[src/rtl/pwm_multi_channel.sv]
// Multi-channel PWM with prescaler, edge/center-aligned counting and shadowed
// duty/mode registers committed at period boundaries via request/acknowledge.
module pwm_multi_channel #(
    parameter int unsigned NUM_CH  = 16,
    parameter int unsigned DUTY_W  = 8,
    parameter int unsigned PRESC_W = 8
) (
    input  logic                     clk,
    input  logic                     rst,
    input  logic [NUM_CH-1:0]        en_out,
    input  logic [NUM_CH-1:0]        en_pwm,
    input  logic [NUM_CH*DUTY_W-1:0] duty,
    input  logic [PRESC_W-1:0]       prescale,
    input  logic                     center_mode,
    input  logic                     load_req,
    output logic                     upd_pending,
    output logic                     upd_ack,
    output logic                     period_tick,
    output logic [NUM_CH-1:0]        out
);

    localparam logic [DUTY_W-1:0] CNT_MAX = {DUTY_W{1'b1}};
    localparam logic [DUTY_W-1:0] CNT_TOP = CNT_MAX - DUTY_W'(1);
    localparam logic [DUTY_W-1:0] CNT_ONE = DUTY_W'(1);

    typedef enum logic {DIR_UP = 1'b0, DIR_DOWN = 1'b1} dir_e;

    logic [PRESC_W-1:0]             presc_cnt;
    logic [DUTY_W-1:0]              cnt;
    logic [DUTY_W-1:0]              cnt_nxt;
    dir_e                           dir;
    dir_e                           dir_nxt;
    logic [NUM_CH-1:0][DUTY_W-1:0]  duty_sh;
    logic                           mode_sh;
    logic                           tick;
    logic                           boundary;
    logic                           commit;
    logic [NUM_CH-1:0]              pwm;

    assign tick = (presc_cnt >= prescale);

    // State register: counter, direction, shadows, handshake and outputs
    always_ff @(posedge clk or posedge rst) begin
        if (rst) begin
            presc_cnt   <= '0;
            cnt         <= '0;
            dir         <= DIR_UP;
            duty_sh     <= '0;
            mode_sh     <= 1'b0;
            upd_pending <= 1'b0;
            upd_ack     <= 1'b0;
            period_tick <= 1'b0;
            out         <= '0;
        end else begin
            presc_cnt   <= tick ? '0 : presc_cnt + PRESC_W'(1);
            cnt         <= cnt_nxt;
            dir         <= dir_nxt;
            period_tick <= boundary;
            upd_ack     <= commit;
            if (commit) begin
                duty_sh     <= duty;
                mode_sh     <= center_mode;
                upd_pending <= 1'b0;
            end else if (load_req) begin
                upd_pending <= 1'b1;
            end
            out <= en_out & (~en_pwm | pwm);
        end
    end

    // Next counter value/direction; boundary is the tick that lands on zero
    always_comb begin
        cnt_nxt  = cnt;
        dir_nxt  = dir;
        boundary = 1'b0;
        if (tick) begin
            if (!mode_sh) begin
                if (cnt == CNT_TOP) begin
                    cnt_nxt  = '0;
                    boundary = 1'b1;
                end else begin
                    cnt_nxt = cnt + DUTY_W'(1);
                end
            end else if (dir == DIR_UP) begin
                if (cnt == CNT_TOP) begin
                    cnt_nxt = cnt - DUTY_W'(1);
                    dir_nxt = DIR_DOWN;
                end else begin
                    cnt_nxt = cnt + DUTY_W'(1);
                end
            end else begin
                if (cnt == CNT_ONE) begin
                    cnt_nxt  = '0;
                    boundary = 1'b1;
                end else begin
                    cnt_nxt = cnt - DUTY_W'(1);
                end
            end
        end
        // A new period (and any newly committed mode) always starts counting up
        if (boundary) dir_nxt = DIR_UP;
    end

    // Commit decision and per-channel compare levels
    always_comb begin
        commit = boundary & (upd_pending | load_req);
        pwm    = '0;
        for (int unsigned i = 0; i < NUM_CH; i++) begin
            pwm[i] = (cnt < duty_sh[i]);
        end
    end

endmodule

[config.mk]
export PLATFORM = sky130hd
export DESIGN_NAME = pwm_multi_channel
export DESIGN_NICKNAME = d
export VERILOG_FILES = /design/src/rtl/pwm_multi_channel.sv
export SDC_FILE = /design/constraint.sdc
export NUM_CORES = 1
export LEC_CHECK = 0
export ABC_AREA = 1
export CAP_MARGIN = 20
export CORE_UTILIZATION = 32
export CTS_BUF_LIST = sky130_fd_sc_hd__clkbuf_4 sky130_fd_sc_hd__clkbuf_8
export CTS_CLUSTER_DIAMETER = 40
export CTS_CLUSTER_SIZE = 25
export DETAILED_ROUTE_END_ITERATION = 10
export MAX_ROUTING_LAYER = met4
export SYNTH_ARGS = -nofsm -noshare
export SYNTH_HDL_FRONTEND = slang
export SYNTH_SLANG_ARGS = --single-unit
[constraint.sdc]
create_clock -name clk -period 12.89 [get_ports clk]
set_input_delay 1.289 -clock clk [delete_from_list [all_inputs] [get_ports clk]]
set_output_delay 1.289 -clock clk [all_outputs]
set_load 0.005 [all_outputs]
==> results of run 1 <==
==> cell families after synthesis <==
kind of cell    after synthesis  share of synthesized area [%]
buf+inv                     211                           9.18
simple gates                619                           26.7
fa+ha+maj                   125                           15.5
compound gates              128                           7.22
flops                       165                           40.9
xor+xnor                      6                          0.521
==> cell type report <==
| class | instances | area, um^2 | area share [%] |
|---|---|---|---|
| clock buffers | 18 | 241 | 1.90 |
| clock inverters | 14 | 189 | 1.49 |
| inverters | 148 | 563 | 4.44 |
| multi-input cells | 878 | 5060 | 39.9 |
| flip-flops and latches | 165 | 4130 | 32.6 |
| well taps | 396 | 495 | 3.91 |
| repair buffers | 203 | 2000 | 15.8 |
==> power by group through the flow <==
stage	registers [W]	logic [W]	clock network (W)
floorplan	0.000590	0.000311	0
global placement	0.000592	0.000503	0
detailed placement	0.000593	0.000513	0
CTS	0.000583	0.000516	0.000433
global route	0.000588	0.000587	0.000453
finish	0.000582	0.000507	0.000418
==> worst reg2reg max path: stages, from the launching register on <==
cell and delay, ns:
dfrtp_1 0.43, inv_1 0.78, ha_1 0.28, nand2_1 0.05, nor2_1 0.12, nand2_1 0.08, nand2_1 0.08, nand2_1 0.11
inv_4 0.41, nand3_4 0.64, buf_4 0.61, nand2_1 0.23, nand2_1 0.06
==> per-stage QoR <==
| stage | setup slack, ns | power, W |
|---|---|---|
| floorplan | 7.14 | 0.000901 |
| global placement | 8.05 | 0.00109 |
| detailed placement | 7.95 | 0.00111 |
| CTS | 8.47 | 0.00153 |
| global route | 8.17 | 0.00163 |
| finish | 8.46 | 0.00151 |
==> placed cells by master, fill, tap and decap left out, types with 2 or more instances in the layout <==
cell type	count
nand3_1	12
o21ai_0	24
nand4_1	134
clkdlybuf4s50_1	190
bufinv_16	3
inv_1	145
nor2_1	47
clkinv_4	2
dfrtp_1	165
a21oi_1	68
ha_1	125
inv_8	3
o21a_1	16
buf_4	13
a21boi_0	16
nand2_1	419
inv_6	5
xor2_1	5
nand3_4	2
clkbuf_8	17
==> metal layers <==
| layer | track usage [%] | up-vias |
|---|---|---|
| met3 | 2.96 | 11 |
| met2 | 28.9 | 176 |
| met5 | - | - |
| met4 | 3.97 | 0 |
| li1 | - | 4445 |
| met1 | 22.7 | 4018 |
==> sequential cells by signal, summed over array words and instances (netlist names) <==
name / count
duty_sh: 128
mode_sh: 1
period_tick: 1
upd_pending: 1
dir: 1
cnt: 8
upd_ack: 1
presc_cnt: 8
out: 16
==> worst min-delay path by stage <==
stage | endpoint | slack (ns) | from | depth (start not counted)
floorplan | duty_sh[100]$_DFFE_PP0P_ | 0.44 | duty_sh[100]$_DFFE_PP0P_ | 2
global placement | duty_sh[120]$_DFFE_PP0P_ | 0.45 | duty_sh[120]$_DFFE_PP0P_ | 2
detailed placement | duty_sh[125]$_DFFE_PP0P_ | 0.46 | duty_sh[125]$_DFFE_PP0P_ | 2
CTS | duty_sh[88]$_DFFE_PP0P_ | 0.48 | duty_sh[88]$_DFFE_PP0P_ | 2
global route | duty_sh[16]$_DFFE_PP0P_ | 0.49 | duty_sh[16]$_DFFE_PP0P_ | 2
finish | duty_sh[93]$_DFFE_PP0P_ | 0.48 | duty_sh[93]$_DFFE_PP0P_ | 2
==> key figures, run 1 <==
Power and ir drop
  – PD cells: 119 nW/um^2
  – Switching part of the total power: 36.3%
  – Net Sw Power: 0.000546 W
  – Comb pwr share: 33.6%
  – Sequential share of power: 38.6%
  – VDD IR-drop max: 0.0740 mV
  – Leak: 6.36 nW
  – Clock network power share: 27.8%
  – Int Power: 0.000960 W

Logic synthesis
  – Cell count after synthesis: 1254
  – Register area share after synthesis: 40.9%
  – Syn avg cell area: 8.05 um^2
  – Syn_nets: 1551
  – Ys Warns: 0
  – Area contributors post-synth: dfrtp_1 41%, nand2_1 16%, ha_1 16%, nand4_1 8.3%, inv_1 5.4%
  – Top_reg_cell synth: dfrtp_1
  – Synth Cell Area: 10100 um^2
  – Count of different cell masters after synthesis: 29
  – Top cells by count, synth: 420 x nand2_1, 165 x dfrtp_1, 146 x inv_1
  – Yosys top cell area share: 40.9%
  – Async S/R FF share, synth: 100%
  – Post-synth EDFFs: 0
  – Top-count cell post-synth: nand2_1
  – Synth area leader: dfrtp_1
  – #FFs+latches synth: 165

Worst setup path
  – R2R cell count: 12
  – Reg-to-reg endpoint: duty_sh[16]$_DFFE_PP0P_
  – CP Launch Type: input pin
  – Crit path cell chain: clkdlybuf4s50_1 -> inv_1 -> ha_1 -> a21o_1 -> nor2_1 -> nand3_4 -> nand3_4 -> buf_4 -> nand2_1 -> nand2_1
  – Worst setup path category: in -> reg
  – Critical Path RT: 13.28 ns
  – R2r startpoint: cnt[0]$_DFFE_PP0N_
  – Slowest CP cell: nand3_4
  – Critical path fanouts, max: 77
  – CP arrival: 4.82 ns
  – Crit path buffers/inverters: 3
  – Cell count along the critical path: 10
  – Max incr delay on CP: 0.76 ns
  – Crit path max-delay family: simple AND/OR/NAND/NOR gates
  – Crit path to: duty_sh[16]$_DFFE_PP0P_
  – Setup crit start: prescale[7]
  – R2R setup slack: 8.89 ns
  – CP Capture Type: flop

Clock tree
  – CTS tree: done
  – Total CTS buffers: 17
  – Clock-pin slew on the worst setup and hold paths: 0.09 ns
  – Sink Count: 165
  – Post-CTS setup buffers: 0
  – Root buffer cell: clkbuf_8
  – H-Tree Level Count: 4
  – Worst-Skew Late Latency: 0.47 ns
  – Cts hold-fix bufs: 0
  – Clock tree buffer depth: 2
  – # resized after CTS: 0

Timing
  – Fin. Hold Viols: 0
  – Max_slew headroom: 30.0%
  – Fmax: 0.226 GHz
  – Period utilization: 34.3%
  – Worst Skew: 0.0225 ns
  – Hold slack: 0.476 ns
  – RSZ-0062 raised after global routing: no
  – Worst Tran Pin Value: 1.05 ns
  – Slew Viols, Final: 0
  – Endpoints failing setup: 0
  – TNS Setup: 0 ns
  – Tmin final: 4.43 ns

Detailed routing
  – Routed Antenna Nets: 0
  – Avg WL per Cell: 14.7 um
  – DR top layer: met4
  – Via Count: 8650
  – Residual DRC: 11
  – WL met1: 12800 um
  – WL met3: 1020 um
  – Routed WL: 26700 um
  – Vias per cell: 4.75
  – Initial drt markers: 555
  – Drt first pass iters: 10
  – WL met2: 12700 um

GRT
  – Pin count of the biggest net entering global routing: 83
  – Total grt overflow: 0
  – All-layer global routing usage: 17.6%
  – Initial antenna violation count: 0
  – First-pass GRT wire length: 43600 um
  – Number of global-route vias before repair: 8530

Cells and area
  – Filler Cell Count: 3082
  – Post-layout instance area: 12700 um^2
  – N_diodes: 0
  – Syn-to-layout area delta: 25.7%
  – Share of layout cells above drive strength 1: 3.72%
  – Non-filler cells, final: 1822
  – Net count, final: 1710
  – Utilization after layout: 41.1%

Die
  – Starting Density: 32.7%
  – Die area: 32200 um^2
  – Core Area: 30800 um^2
  – Ports: 191
  – Die width: 180 um
  – Die Span Y: 180 um
  – Rows: 64

Flow run
  – Total of max-cap violations: 0

Placement
  – HPWL Detailed: 18500 um
  – Port bufs: 190
  – Gpl congestion: 0.823
  – Dpl cell area: 12200 um^2
  – Placed cells: 1790

Run status
  – Status: complete, but fails checks
  – Failing checks: DRC

Worst hold path
  – Worst Hold Class: reg -> reg
Power figures use the tool's default switching activity.
==> inputs of run 2 (changes only) <==
==> constraint.sdc (replaced) <==
create_clock -name clk -period 3.8 [get_ports clk]
set_input_delay 0.38 -clock clk [delete_from_list [all_inputs] [get_ports clk]]
set_output_delay 0.38 -clock clk [all_outputs]
set_load 0.005 [all_outputs]
==> run 2 against run 1 <==
Net effect: the flow still finishes with violations (DRC); critical path depth is 3 higher; sequential share of layout area is 0.25 points lower; clock power grew to 3.1 times the previous value; critical path type is now reg -> reg; largest power group unchanged.
==> key figures, run 2 (same netlist as run 1, synthesis figures left out) <==
Cells and area
  – Max reg flops: 128
  – Top flop regs: duty_sh (128), out (16)
  – Non-filler cells, final: 1831
  – Net count, final: 1719
  – Share of layout cells above drive strength 1: 4.32%
  – Post-layout instance area: 12800 um^2
  – Filler Cell Count: 3095
  – Most frequent cells in the layout: 419 x nand2_1, 190 x clkdlybuf4s50_1, 165 x dfrtp_1, 145 x inv_1, 134 x nand4_1
  – Syn-to-layout area delta: 26.6%
  – N_diodes: 0
  – Largest Register: duty_sh
  – Commonest non-fill, non-tap cell in the layout: nand2_1

Timing
  – Max_slew headroom: 36.8%
  – Worst Tran Pin Value: 0.948 ns
  – Worst Skew: 0.0198 ns
  – Fin. Hold Viols: 0
  – Period utilization: 82.6%
  – Fmax: 0.319 GHz
  – Slew Viols, Final: 0
  – Endpoints failing setup: 0
  – TNS Setup: 0 ns
  – Hold slack: 0.441 ns
  – RSZ-0062 raised after global routing: no
  – Tmin final: 3.14 ns

Worst setup path
  – Reg-to-reg endpoint: upd_pending$_DFFE_PP0P_
  – Critical Path RT: 4.16 ns
  – Worst setup path category: reg -> reg
  – CP Launch Type: flop
  – Setup crit start: cnt[1]$_DFFE_PP0N_
  – R2R cell count: 13
  – Critical path fanouts, max: 86
  – CP arrival: 3.50 ns
  – Crit path to: upd_pending$_DFFE_PP0P_
  – R2r startpoint: cnt[1]$_DFFE_PP0N_
  – CP Capture Type: flop
  – R2R setup slack: 0.66 ns

Placement
  – Port bufs: 190
  – HPWL Detailed: 18600 um
  – Dpl cell area: 12400 um^2
  – Gpl congestion: 0.825
  – Placed cells: 1798

Detailed routing
  – Routed WL: 27600 um
  – Via Count: 8733
  – Initial drt markers: 425
  – Residual DRC: 11
  – Drt first pass iters: 8
  – Routed Antenna Nets: 0
  – Vias per cell: 4.77
  – Avg WL per Cell: 15.1 um

Power and ir drop
  – Leak: 6.40 nW
  – PD cells: 396 nW/um^2
  – Comb pwr share: 36.0%
  – Net Sw Power: 0.00189 W
  – Switching part of the total power: 37.2%
  – Int Power: 0.00318 W
  – VDD IR-drop max: 0.244 mV
  – Clock network power share: 25.7%
  – Total power draw: 0.00507 W
  – Sequential share of power: 38.3%

GRT
  – Met1 usage: 23.5%
  – Total grt overflow: 0
  – GRT busiest layer: met2
  – Pin count of the biggest net entering global routing: 147
  – Met2 Resource Use GR: 29.3%
  – First-pass GRT wire length: 44600 um
  – All-layer global routing usage: 18.0%
  – Met3 usage: 2.69%
  – Initial antenna violation count: 0
  – Number of global-route vias before repair: 8585

Die
  – Die width: 180 um
  – Die area: 32200 um^2
  – Rows: 64
  – Core Area: 30800 um^2
  – Die Span Y: 180 um
  – Starting Density: 32.7%
  – Ports: 191

Worst hold path
  – Worst Hold Class: in -> async

Clock tree
  – Worst-Skew Late Latency: 0.48 ns
  – Post-CTS setup buffers: 0
  – # resized after CTS: 0
  – Clock-pin slew on the worst setup and hold paths: 0.11 ns
  – Total CTS buffers: 17
  – Sink Count: 165
  – Clock tree buffer depth: 2
  – CTS tree: done
  – H-Tree Level Count: 4
  – Root buffer cell: clkbuf_8
  – Cts hold-fix bufs: 0

Run status
  – Failing checks: DRC
  – Status: complete, but fails checks

Flow run
  – Total of max-cap violations: 0
run 2: changes by cell type in the layout (fill, tap and decap cells not counted), sizes merged:
| cell | previous run | this run |
|---|---|---|
| inv | 154 | 149 |
| bufinv | 3 | 1 |
| clkinvlp | 1 | 4 |
| clkbuf | 18 | 20 |
| clkinv | 4 | 6 |
| buf | 13 | 22 |
run 2: final cells by class:
type | count | area [um^2] | share of cell area [%]
multi-input cells | 878 | 5060 | 39.6
flip-flops and latches | 165 | 4130 | 32.3
repair buffers | 212 | 2140 | 16.7
inverters | 148 | 562 | 4.40
well taps | 396 | 495 | 3.88
clock buffers | 20 | 269 | 2.11
clock inverters | 12 | 123 | 0.960
run 2: worst min path at each step:
stage	start	end	slack, ns	cells after the start
global placement	duty_sh[73]$_DFFE_PP0P_	duty_sh[73]$_DFFE_PP0P_	0.45	2
finish	rst	duty_sh[8]$_DFFE_PP0P_	0.44	2
detailed placement	duty_sh[27]$_DFFE_PP0P_	duty_sh[27]$_DFFE_PP0P_	0.46	2
global route	en_out[2]	out[2]$_DFF_PP0_	0.44	2
floorplan	duty_sh[100]$_DFFE_PP0P_	duty_sh[100]$_DFFE_PP0P_	0.44	2
CTS	en_out[10]	out[10]$_DFF_PP0_	0.42	2
run 2: metal layers:
metal,vias up,part of all wire [%]
met5,-,0
met3,18,3.6
met4,0,1.1
met1,4076,49
met2,174,46
li1,4465,-
run 2: power by group through the flow:
stage / Combinational (W) / Sequential (W) / Clock [W]
after floorplan: 0.00106 / 0.00200 / 0
after global placement: 0.00180 / 0.00197 / 0
after detailed placement: 0.00185 / 0.00197 / 0
after CTS: 0.00185 / 0.00194 / 0.00135
after global routing: 0.00210 / 0.00195 / 0.00143
final: 0.00183 / 0.00194 / 0.00130
run 2: critical path: stages, from the launching register on:
cell	delay [ns]
dfrtp_1	0.39
buf_4	0.30
ha_1	0.20
nand2_1	0.05
nor2_1	0.10
nand2_1	0.08
nand2_1	0.08
nand2_1	0.10
inv_4	0.08
buf_4	0.72
buf_4	0.59
nand2_1	0.15
inv_1	0.10
a21oi_1	0.04
run 2: metrics by stage:
| stage | setup slack [ns] | util [%] |
|---|---|---|
| 6_report | 0.661 | 41.4 |
| 5_1_grt | 0.446 | 41.4 |
| 4_1_cts | 0.679 | 41.4 |
| 3_5_place_dp | 0.704 | 40.1 |
| 3_3_place_gp | 0.805 | 40.1 |
| 2_1_floorplan | 1.32 | - |
